$ cat config.mk
export PLATFORM = sky130hd
export DESIGN_NAME = cache_dfp_arbiter
export DESIGN_NICKNAME = d
export VERILOG_FILES = /design/src/rtl/cache_dfp_arbiter.sv
export SDC_FILE = /design/constraint.sdc
export NUM_CORES = 1
export LEC_CHECK = 0
export CAP_MARGIN = 30
export CORE_AREA = 2 2 633 635
export DETAILED_ROUTE_END_ITERATION = 6
export DIE_AREA = 0 0 635 637
export DONT_BUFFER_PORTS = 1
export PLACE_DENSITY = 0.3
export SLEW_MARGIN = 20
export SYNTH_ARGS = -nofsm -noshare
export SYNTH_HDL_FRONTEND = slang
export SYNTH_SLANG_ARGS = --single-unit
$ cat constraint.sdc
create_clock -name clk -period 10 [get_ports clk]
set_input_delay 1 -clock clk [delete_from_list [all_inputs] [get_ports clk]]
set_output_delay 1 -clock clk [all_outputs]
set_load 0.05 [all_outputs]
$ cat src/rtl/cache_dfp_arbiter.sv
// Two-way arbiter sharing one memory line port between the I- and D-caches.
// One transaction in flight; requests are latched on grant and held until m_resp.
module cache_dfp_arbiter #(
  parameter bit RR_EN = 1'b1
) (
  input  logic         clk,
  input  logic         rst,
  input  logic [31:0]  i_addr,
  input  logic         i_read,
  input  logic         i_write,
  input  logic [255:0] i_wdata,
  output logic [255:0] i_rdata,
  output logic         i_resp,
  input  logic [31:0]  d_addr,
  input  logic         d_read,
  input  logic         d_write,
  input  logic [255:0] d_wdata,
  output logic [255:0] d_rdata,
  output logic         d_resp,
  output logic [31:0]  m_addr,
  output logic         m_read,
  output logic         m_write,
  output logic [255:0] m_wdata,
  input  logic [255:0] m_rdata,
  input  logic         m_resp
);

  typedef enum logic [1:0] {
    S_IDLE   = 2'd0,
    S_BUSY_I = 2'd1,
    S_BUSY_D = 2'd2
  } state_t;

  state_t         r_state;
  state_t         w_next;
  logic           r_last;
  logic [31:0]    r_addr;
  logic           r_read;
  logic           r_write;
  logic [255:0]   r_wdata;
  logic           w_i_pend;
  logic           w_d_pend;
  logic           w_pick_d;
  logic           w_grant;

  assign w_i_pend = i_read | i_write;
  assign w_d_pend = d_read | d_write;

  // On a conflict, round-robin favours whoever was not served last
  always_comb begin
    if (w_i_pend && w_d_pend) begin
      w_pick_d = RR_EN ? ~r_last : 1'b1;
    end else begin
      w_pick_d = w_d_pend;
    end
  end

  always_ff @(posedge clk or posedge rst) begin
    if (rst) begin
      r_state <= S_IDLE;
    end else begin
      r_state <= w_next;
    end
  end

  always_comb begin
    w_next = r_state;
    case (r_state)
      S_IDLE: begin
        if (w_i_pend || w_d_pend) begin
          w_next = w_pick_d ? S_BUSY_D : S_BUSY_I;
        end
      end
      S_BUSY_I, S_BUSY_D: begin
        if (m_resp) begin
          w_next = S_IDLE;
        end
      end
      default: w_next = S_IDLE;
    endcase
  end

  assign w_grant = (r_state == S_IDLE) && (w_next != S_IDLE);

  // Read+write together collapses to a write (writeback takes precedence)
  always_ff @(posedge clk or posedge rst) begin
    if (rst) begin
      r_last  <= 1'b0;
      r_addr  <= '0;
      r_read  <= 1'b0;
      r_write <= 1'b0;
      r_wdata <= '0;
    end else if (w_grant) begin
      r_last <= w_pick_d;
      if (w_pick_d) begin
        r_addr  <= d_addr;
        r_read  <= d_read & ~d_write;
        r_write <= d_write;
        r_wdata <= d_wdata;
      end else begin
        r_addr  <= i_addr;
        r_read  <= i_read & ~i_write;
        r_write <= i_write;
        r_wdata <= i_wdata;
      end
    end else if ((r_state != S_IDLE) && m_resp) begin
      r_read  <= 1'b0;
      r_write <= 1'b0;
    end
  end

  always_comb begin
    i_resp  = (r_state == S_BUSY_I) && m_resp;
    d_resp  = (r_state == S_BUSY_D) && m_resp;
    i_rdata = m_rdata;
    d_rdata = m_rdata;
    m_addr  = r_addr;
    m_read  = r_read;
    m_write = r_write;
    m_wdata = r_wdata;
  end

endmodule
==> summary.txt <==
Run status
  • Status: complete, no violations

CTS
  • H-tree Lvls: 2
  • CTS hold repair buffers: 0
  • Setup Buffers After CTS: 0
  • CTS tree: done
  • CTS Buf Count: 41
  • Clk buf depth: 3
  • Root buf cell: clkbuf_16
  • Worst-path clk slew: 60 ps
  • CTS resizes: 0
  • Clk_lat worst skew: 670 ps
  • CTS sink count: 293

Detailed routing
  • DR iter-0 viols: 1475
  • Vias: 14238
  • First drt pass iteration count: 6
  • Antenna Nets Post-Route: 0
  • Routed vias/inst: 2.04
  • Wirelength, routed: 227000 um
  • Per-cell routed wire length: 32.5 um
  • # DRC: 0

Critical path
  • Worst Setup Start Kind: flop
  • CP startpoint: r_state[0]
  • Worst R2R Path Depth: 7
  • WP data required: 10510 ps
  • CP Class: flop to flop
  • Critical Path AT: 3890 ps
  • Critical R2R Launch: r_state[0]
  • Critical path capture point type: flop
  • Capturing point of the worst reg2reg path: m_wdata[68]
  • Reg2Reg Setup Slack: 6620 ps
  • Worst Setup EP: m_wdata[68]
  • Crit path max fanout: 93

Power and ir drop
  • Peak supply drop: 0.206 mV
  • Power Density: 459 mW/mm^2
  • Leakage power: 7.36 nW

Place
  • Final GP Congestion: 0.908
  • PortBufs: 0
  • Placed cell area: 0.0214 sq mm
  • Hpwl dp: 207000 um

Global route
  • GRT Util Overall: 10.8%
  • Initial antenna violation count: 53
  • Met3 usage: 11.4%
  • Met1 GRT Util: 7.36%
  • GRT met2 Usage: 18.4%
  • Grt total ovfl: 0
  • Most used routing layer: met2
  • First-pass GRT wire length: 261000 um
  • Pin count of the biggest net entering global routing: 172
  • Number of global-route vias before repair: 13849

Run
  • Max Cap Viol: 0

STA
  • Final period util: 33.8%
  • Sum Neg Setup Slack: 0 ps
  • Slew Viols, Final: 0
  • # setup viols final: 0
  • Final hold violations: 0
  • WHS: 256 ps
  • Tmin final: 3380 ps
  • RSZ-0062 raised after global routing: no
  • Fmax: 0.296 GHz
  • Clock Skew: 35.0 ps
  • Slew @ Worst Pin: 1090 ps
  • Slew headroom: 27.5%

Finish
  • Layout cells sized above 1: 11.3%
  • Commonest non-fill, non-tap cell in the layout: nand2_1
  • Layout fillers: 46962
  • Nets: 2507
  • Commonest cells after routing, fill and taps aside: 579 x nand2_1, 292 x nor2_1, 290 x dfrtp_1
  • Area grow syn2layout: 33.8%
  • Fin area: 0.0229 sq mm

Synth
  • Cells after synthesis: 2125
  • Number of synthesized register bits: 293
  • Mapped Area: 0.0171 sq mm
  • Part of the Yosys area used for sequential elements: 42.8%
  • Avg Synthesized Cell Area: 8.07 sq um
  • Distinct cells, synth: 29
  • Syn nets: 2968
  • Syn. warnings: 0

Die
  • Die ar.: 0.404 sq mm
  • IO Pins: 1643
  • Die W: 635 um
  • Initial Util: 4.31%
  • Core area: 0.398 sq mm
  • Die height: 637 um
  • Row count: 232

Min path
  • Hold Crit Class: input pin to async pin
-- area by class of cell --
class / instances / area [sq um] / share of cell area (%)
sequential: 293 / 7340 / 32.0
timing repair buffer: 136 / 2300 / 10.0
tap: 5265 / 6590 / 28.7
clock buffer: 54 / 1120 / 4.90
clock inverter: 16 / 168 / 0.731
inverter: 5 / 26.3 / 0.115
multi-input combinational: 1187 / 5320 / 23.2
antenna: 34 / 85.1 / 0.371
-- cell usage after synthesis (all sizes together) --
cell type  count  area share (%)
a21oi          3           0.088
ha             4            0.29
o21a           1           0.044
o21ai          2           0.058
inv            5            0.11
dfrtp        293              43
o22ai          1           0.037
a21boi         1           0.044
nand2b         1           0.037
mux2i          1           0.058
nor4           1           0.037
buf          630              26
and2           2           0.073
a41oi          1           0.051
nor2         292             6.4
or2            2           0.073
a311oi         1           0.051
nand2        579              13
a31oi        288              11
nor2b          2           0.073
clkbuf        10            0.22
a2bb2oi        1           0.051
a22oi          1           0.044
o211ai         2           0.088
nand3          1           0.029
-- worst max-delay path: stages, from the launching register on --
cell and delay, ps:
dfrtp_1 440, inv_1 190, ha_1 320, nand2b_1 160
a41oi_4 200, buf_4 730, buf_4 840, a31oi_1 180
-- power breakdown --
| group | total (mW) | switching, mW | internal, mW |
|---|---|---|---|
| Sequential | 4.28 | 2.50 | 1.78 |
| Clock | 1.49 | 0.667 | 0.821 |
| Combinational | 4.76 | 3.32 | 1.44 |
| Total | 10.5 | 6.48 | 4.04 |
-- worst min path at each step --
stage	cells after the start	startpoint	endpoint	slack, ps
detailed placement	2	m_write	m_write	530
global route	1	rst	m_wdata[0]	260
CTS	1	rst	m_wdata[0]	190
global placement	2	m_write	m_write	540
finish	1	rst	m_addr[25]	260
floorplan	2	r_last	r_last	580
-- per-layer routing --
metal	up-vias	part of all wire, %
met3	323	23
met2	1573	48
li1	5520	-
met5	-	0.35
met4	28	4.9
met1	6794	23
-- registers in the layout, summed over array words and instances (netlist names) --
signal,count
m_addr,32
m_write,1
r_state,2
m_read,1
m_wdata,256
r_last,1
-- through the flow --
step	setup WS [ps]	cells	total power [mW]	util [%]
after floorplan	909	2125	6.43	-
after global placement	6350	6810	8.56	4.98
after detailed placement	6330	6875	9.37	5.39
after CTS	6650	6945	10.9	5.71
after global routing	6360	6974	11.3	5.76
final	6620	6990	10.5	5.77
-- cells by family (layout without fill, tap and decap cells) --
kind of cell / count (synthesis) / count (layout) / synth area share, %
AND/OR/NAND/NOR: 880 / 880 / 19.4
buffers and inverters: 645 / 211 / 26.4
AO/OA/AOI/OAI: 302 / 302 / 11.1
flip-flops: 293 / 293 / 42.8
adder cells (fa/ha/maj): 4 / 4 / 0.292
multiplexers: 1 / 1 / 0.0584
other: 0 / 34 / 0
(Power assumes the default switching activity.)
